`config.mk`:
```
export PLATFORM = sky130hd
export DESIGN_NAME = instruction_fetch_unit
export DESIGN_NICKNAME = d
export VERILOG_FILES = /design/src/rtl/fetch_pkg.sv /design/src/rtl/fetch_watchdog.sv /design/src/rtl/instruction_fetch_unit.sv
export SDC_FILE = /design/constraint.sdc
export NUM_CORES = 1
export LEC_CHECK = 0
export ABC_AREA = 1
export CAP_MARGIN = 40
export CORE_ASPECT_RATIO = 0.5
export CORE_MARGIN = 3
export CORE_UTILIZATION = 40
export CTS_CLUSTER_SIZE = 12
export DETAILED_ROUTE_END_ITERATION = 16
export HOLD_SLACK_MARGIN = 0.06
export PLACE_DENSITY = 0.78
export SLEW_MARGIN = 0
export SYNTH_ARGS = -nofsm -noshare
export SYNTH_HDL_FRONTEND = slang
export SYNTH_SLANG_ARGS = --single-unit
```
`constraint.sdc`:
```
create_clock -name clk -period 2.2 [get_ports clk]
set_input_delay 0.22 -clock clk [delete_from_list [all_inputs] [get_ports clk]]
set_output_delay 0.22 -clock clk [all_outputs]
set_load 0.01 [all_outputs]
```
`src/rtl/fetch_pkg.sv`:
```
// Shared constants for the instruction fetch unit: FSM encodings and default widths.
package fetch_pkg;

    localparam int unsigned DEF_ADDR_W  = 32;
    localparam int unsigned DEF_DATA_W  = 32;
    localparam int unsigned DEF_TIMEOUT = 16;

    typedef logic [1:0] fetch_state_t;

    localparam fetch_state_t IDLE = 2'd0;
    localparam fetch_state_t WAIT = 2'd1;
    localparam fetch_state_t HOLD = 2'd2;

endpackage

```
`src/rtl/fetch_watchdog.sv`:
```
// Counts WAIT cycles and flags expiry on the TIMEOUT-th cycle without a response.
module fetch_watchdog #(
    parameter int unsigned TIMEOUT = 16
) (
    input  logic clk,
    input  logic clr,
    input  logic i_clear,
    input  logic i_enable,
    output logic o_expire
);

    localparam int unsigned CNT_W = $clog2(TIMEOUT + 1);

    logic [CNT_W-1:0] r_cnt;

    always_ff @(posedge clk) begin
        if (clr || i_clear) begin
            r_cnt <= '0;
        end else if (i_enable && !o_expire) begin
            r_cnt <= r_cnt + CNT_W'(1);
        end
    end

    assign o_expire = i_enable && (r_cnt == CNT_W'(TIMEOUT - 1));

endmodule

```
`src/rtl/instruction_fetch_unit.sv`:
```
// Fetches one word at pc_in, holds it for the decoder and pulses incPC once per fetch.
// Optional WAIT timeout with sticky fetch_err is enabled by defining FETCH_TIMEOUT_EN.
module instruction_fetch_unit
    import fetch_pkg::*;
#(
    parameter int unsigned ADDR_W  = DEF_ADDR_W,
    parameter int unsigned DATA_W  = DEF_DATA_W,
    parameter int unsigned TIMEOUT = DEF_TIMEOUT
) (
    input  logic              clk,
    input  logic              clr,
    input  logic              fetch_en,
    input  logic [ADDR_W-1:0] pc_in,
    input  logic              pc_load,
    output logic [ADDR_W-1:0] mem_addr,
    output logic              mem_rd,
    input  logic              mem_ready,
    input  logic [DATA_W-1:0] mem_data,
    output logic [DATA_W-1:0] ir_out,
    output logic              ir_valid,
    input  logic              ir_ack,
    output logic              incPC,
    output logic              fetch_err
);

    fetch_state_t      r_state;
    logic [ADDR_W-1:0] r_mem_addr;
    logic              r_mem_rd;
    logic [DATA_W-1:0] r_ir_out;
    logic              r_ir_valid;
    logic              r_incPC;
    logic              w_expire;
    logic              w_err_block;

`ifdef FETCH_TIMEOUT_EN
    logic r_fetch_err;

    fetch_watchdog #(
        .TIMEOUT (TIMEOUT)
    ) u_watchdog (
        .clk      (clk),
        .clr      (clr),
        .i_clear  (pc_load || (r_state != WAIT)),
        .i_enable (r_state == WAIT),
        .o_expire (w_expire)
    );

    // A redirect gives software a way out of a hung fetch without a full reset.
    always_ff @(posedge clk) begin
        if (clr || pc_load) begin
            r_fetch_err <= 1'b0;
        end else if ((r_state == WAIT) && !mem_ready && w_expire) begin
            r_fetch_err <= 1'b1;
        end
    end

    assign w_err_block = r_fetch_err;
    assign fetch_err   = r_fetch_err;
`else
    assign w_expire    = 1'b0;
    assign w_err_block = 1'b0;
    assign fetch_err   = 1'b0;
`endif

    always_ff @(posedge clk) begin
        if (clr) begin
            r_state    <= IDLE;
            r_mem_addr <= '0;
            r_mem_rd   <= 1'b0;
            r_ir_out   <= '0;
            r_ir_valid <= 1'b0;
            r_incPC    <= 1'b0;
        end else begin
            r_incPC <= 1'b0;
            if (pc_load) begin
                r_mem_rd   <= 1'b0;
                r_ir_valid <= 1'b0;
                r_state    <= IDLE;
            end else begin
                case (r_state)
                    IDLE: begin
                        if (fetch_en && !w_err_block) begin
                            r_mem_addr <= pc_in;
                            r_mem_rd   <= 1'b1;
                            r_state    <= WAIT;
                        end
                    end
                    WAIT: begin
                        if (mem_ready) begin
                            r_ir_out   <= mem_data;
                            r_ir_valid <= 1'b1;
                            r_mem_rd   <= 1'b0;
                            r_incPC    <= 1'b1;
                            r_state    <= HOLD;
                        end else if (w_expire) begin
                            r_mem_rd <= 1'b0;
                            r_state  <= IDLE;
                        end
                    end
                    // Always exit via IDLE so the PC has absorbed incPC before the next sample.
                    HOLD: begin
                        if (ir_ack) begin
                            r_ir_valid <= 1'b0;
                            r_state    <= IDLE;
                        end
                    end
                    default: r_state <= IDLE;
                endcase
            end
        end
    end

    assign mem_addr = r_mem_addr;
    assign mem_rd   = r_mem_rd;
    assign ir_out   = r_ir_out;
    assign ir_valid = r_ir_valid;
    assign incPC    = r_incPC;

endmodule
```
# Word-level counts from Yosys, hierarchy flattened
# Cells that the tools add are included.
[word_totals]
reg_bits = 69
inputBits = 70
output_inout_bits = 68
wordCells = 34
[op_classes]
n_eq_ne = 5
muxes = 11
bitwise = 2
reduce_logical = 10
[op_table]
columns = ["operator", "count"]
rows = [
  ["AND reduction 3 bit", 5],
  ["two-way mux 2 bit", 3],
  ["!= test 2 bit, second input constant", 3],
  ["one-hot mux 2 bit (3 select lines)", 1],
  ["two-way mux 1 bit", 5],
  ["one-hot mux 1 bit (2 select lines)", 2],
  ["nonzero test 2 bit", 2],
  ["OR reduction 3 bit", 1],
  ["== test 2 x 1 -> 1 bit, second input constant", 1],
  ["== test 2 bit, second input constant", 1],
  ["logical NOT 2 bit", 1],
  ["NOT 1 bit", 2],
  ["OR reduction 2 bit", 1],
]

# Longest topological paths before layout
[logic_depth]
ltp_word = 3
ltp_mapped = 6
depth_no_buf = 5

# Worst setup path before layout
# OpenSTA, ideal clock, no wires.
[synth_timing]
path_type = "reg-to-reg"
startpoint = "register r_state[1]"
endpoint = "register r_mem_addr[11] (netlist: mem_addr[11])"
setup_time_ps = 115
t_arrival_ps = 955
t_required_ps = 2085
setup_slack_ps = 1130
stages_incl_launch_ff = 6
synth_period_minus_slack_ps = 1070
cell_sequence = "dfxtp_1 -> nor2_1 -> buf_6 -> buf_4 -> a21oi_1 -> nor2_1"
[synth_between]
elab_chain_cells = 2
[synth_rtl]
columns = ["element", "line", "text"]
rows = [
  ["start: declaration", "instruction_fetch_unit.sv:26", "fetch_state_t r_state;"],
  ["start signal: assignment", "instruction_fetch_unit.sv:67", "r_state <= IDLE;"],
  ["start signal: assignment", "instruction_fetch_unit.sv:78", "r_state <= IDLE;"],
  ["start signal: assignment", "instruction_fetch_unit.sv:85", "r_state <= WAIT;"],
  ["logical NOT 2 bit", "instruction_fetch_unit.sv:80", "case (r_state)"],
  ["AND reduction 3 bit (no line)", "-", ""],
  ["end signal: assignment", "instruction_fetch_unit.sv:83", "r_mem_addr <= pc_in;"],
  ["end: declaration", "instruction_fetch_unit.sv:27", "logic [ADDR_W-1:0] r_mem_addr;"],
]
# No other way between the ends.
# A chain may end at the register's enable or synchronous reset.

# Final worst setup path
[layout_timing]
startpoint = "register r_ir_out[3] (netlist: ir_out[3])"
endpoint = "output port ir_out[3]"
[layout_lines]
columns = ["element", "line", "text"]
rows = [
  ["start: declaration", "instruction_fetch_unit.sv:29", "logic [DATA_W-1:0] r_ir_out;"],
  ["start signal: assignment", "instruction_fetch_unit.sv:90", "r_ir_out <= mem_data;"],
  ["end: declaration", "instruction_fetch_unit.sv:19", "output logic [DATA_W-1:0] ir_out,"],
]
# No word-level cell between the ends.

==> flow_summary.toml <==
[worst_setup_path]
cp_num_cells = 1
r2r_slack_ns = 0.80
cp_cell_sequence = "clkdlybuf4s50_1"
path_buf_inv = 1
path_max_fanout = 2
reg2reg_depth = 6
crit_family = "buffers and inverters"
cp_slowest_stage_delay_ns = 0.55
critical_path_required_ns = 1.98
critical-path-slowest-cell = "clkdlybuf4s50_1"
crit_end = "ir_out[3]"
worstPathArrival_ns = 1.21
start_kind = "flop"
startpoint = "ir_out[3]$_SDFFE_PP0P_"
endpoint_kind = "output port"
crit_type = "flop to output port"
r2r-start = "r_state[0]$_SDFFE_PP0P_"
timing.rr.end = "ir_out[25]$_SDFFE_PP0P_"

[cts]
root_buffer = "clkbuf_16"
post_cts_resized = 0
cts_tree = "built"
clk_pin_slew_ns = 0.05
holdBufCountCts = 0
cts.path.max_buffers = 2
cts_sinks = 69
cts_made_buffers = 9
clock_latency_ns = 0.32
post-cts-setup-buffers = 0
htreeDepth = 3

[layout]
drive_gt1_share_pct = 5.56
antennaDiodeCount = 0
final_cells = 668
fin_area_um2 = 4720
fin_util_pct = 67.3
layout_commonest_cell = "clkdlybuf4s50_1"
final_cell_mix = "clkdlybuf4s50_1 (136), nor2_1 (97), nand2_1 (70), dfxtp_1 (69), nand3_1 (68)"
fillers = 623
fin_nets = 643
syn_to_final_growth_pct = 55.9

[power]
seqPwrFrac_pct = 42.0
clkPwrFrac_pct = 42.2
switching_share_pct = 22.8
p_total_mw = 3.19
comb_power_share_pct = 15.8
power_switching_mw = 0.726
peakVddDrop_mv = 0.432
power.leakage_nw = 2.13
intPower_mw = 2.46
power.density_nw_per_um2 = 675

[synthesis]
yosysWarnings = 0
netlist.area_leader.share_pct = 45.6
yosysTopAreaCell = "dfxtp_1"
syn_area_um2 = 3030
ys_seq_elements = 69
synthCells = 447
synth_area_per_cell_um2 = 6.78
synthDistinctLibCells = 16
synth-seq-area-share_pct = 45.6
synthTopCellsByArea = "dfxtp_1 (46%), nor2_1 (12%), nand3_1 (11%)"
synth_nets = 517

[outcome]
status = "completed"

[timing]
max_freq_ghz = 0.699
finalHoldViolCount = 0
fin_ws_ns = 0.769
setup_tns_ns = 0
finClkSkew_ns = 0.00417
min_period_over_period_pct = 65.0
rsz0062_at_grt = "false"
worst_hold_slack_ns = 0.463
setup_viol = 0
period_needed_ns = 1.43
drv_slew = 0

[job]
drv_cap = 0

[drt]
routed_via_density = 4.52
dr.first_iter.drc_count = 164
vias = 3021
drc = 0
ant_nets = 0
wirelength_um = 7720
post_drt_wl_per_cell_um = 11.6
first_pass_iters = 4

[placement]
gp_congestion = 0.803
io_buffer_count = 136
place_area_um2 = 4440
pre_cts_slack_ns = 0.586
placed_cells = 654
hpwlAfterDp_um = 5310

[global_route]
grt_max_degree = 65
grt_pass1_vias = 2699
overflow = 0
grt_usage_pct = 18.2
antenna_found_initial = 0
grt_pass1_wl_um = 12600

[die]
rows = 21
die-area_um2 = 8720
start_util_pct = 43.2
top_level_ports = 138
fp.dieW_um = 129
die_h_um = 67.5
coreArea_um2 = 7020

[worst_hold_path]
hold_path.class = "flop to flop"
## flip-flops by register name, indices dropped and copies added (netlist names)
register / count
mem_addr: 32
mem_rd: 1
ir_out: 32
r_state: 2
ir_valid: 1
incPC: 1
## cells by family (layout without fill, tap and decap cells)
logic type      after synthesis  in the layout  share of synthesized area (%)
simple gates                241            241                           33.5
buf+inv                     101            230                           15.0
flops                        69             69                           45.6
compound gates               35             35                           5.78
other cells                   1              1                          0.124
## metal layers
| layer | share of wire [%] | wire length (um) | GRT usage (%) | up-vias |
|---|---|---|---|---|
| li1 | - | - | - | 1607 |
| met1 | 46 | 3540 | 22.8 | 1339 |
| met2 | 49 | 3800 | 30.9 | 71 |
| met3 | 4.4 | 336 | 5.13 | 4 |
| met4 | 0.52 | 40 | 5.50 | 0 |
| met5 | 0 | 0 | 0 | - |
## power by group through the flow
stage / Sequential (mW) / Clock (mW) / Combinational (mW)
floorplan: 1.39 / 0 / 0.210
global placement: 1.36 / 0 / 0.501
detailed placement: 1.36 / 0 / 0.505
CTS: 1.34 / 1.38 / 0.508
global route: 1.34 / 1.44 / 0.560
finish: 1.34 / 1.35 / 0.502
## final cells by class
type | instances | area [um2] | share of cell area (%)
tap | 92 | 115 | 2.44
clock buffer | 13 | 280 | 5.93
inverter | 72 | 270 | 5.72
sequential | 69 | 1380 | 29.2
clock inverter | 1 | 5.00 | 0.106
multi-input combinational | 277 | 1200 | 25.4
timing repair buffer | 144 | 1470 | 31.2
## worst min-delay path by stage
stage	start	endpoint	slack [ns]	cells past startpoint
2_1_floorplan	mem_ready	incPC$_SDFF_PP0_	0.37	2
6_report	mem_rd$_SDFFE_PP0P_	mem_rd$_SDFFE_PP0P_	0.46	2
3_3_place_gp	mem_rd$_SDFFE_PP0P_	mem_rd$_SDFFE_PP0P_	0.45	2
4_1_cts	mem_rd$_SDFFE_PP0P_	mem_rd$_SDFFE_PP0P_	0.46	2
5_1_grt	mem_addr[24]$_SDFFE_PP0P_	mem_addr[24]$_SDFFE_PP0P_	0.50	2
3_5_place_dp	mem_rd$_SDFFE_PP0P_	mem_rd$_SDFFE_PP0P_	0.46	2
## tightest hold or removal path, delay by kind of cell, from the launching register on
kind	cells	cell delay (ns)
flip-flops	1	0.31
AND/OR/NAND/NOR	1	0.06
AO/OA/AOI/OAI	1	0.05
## cell usage after synthesis
cell      instances
buf_6             4
buf_1             2
conb_1            1
nor2_4            2
clkbuf_1          4
a21oi_1          35
dfxtp_1          69
nand3_1          68
inv_1            67
buf_4             9
inv_2             5
nor2_1           98
nand3b_1          1
buf_2            10
nand2_1          70
nor2_2            2
No activity file was read; power rests on OpenSTA's default activity.
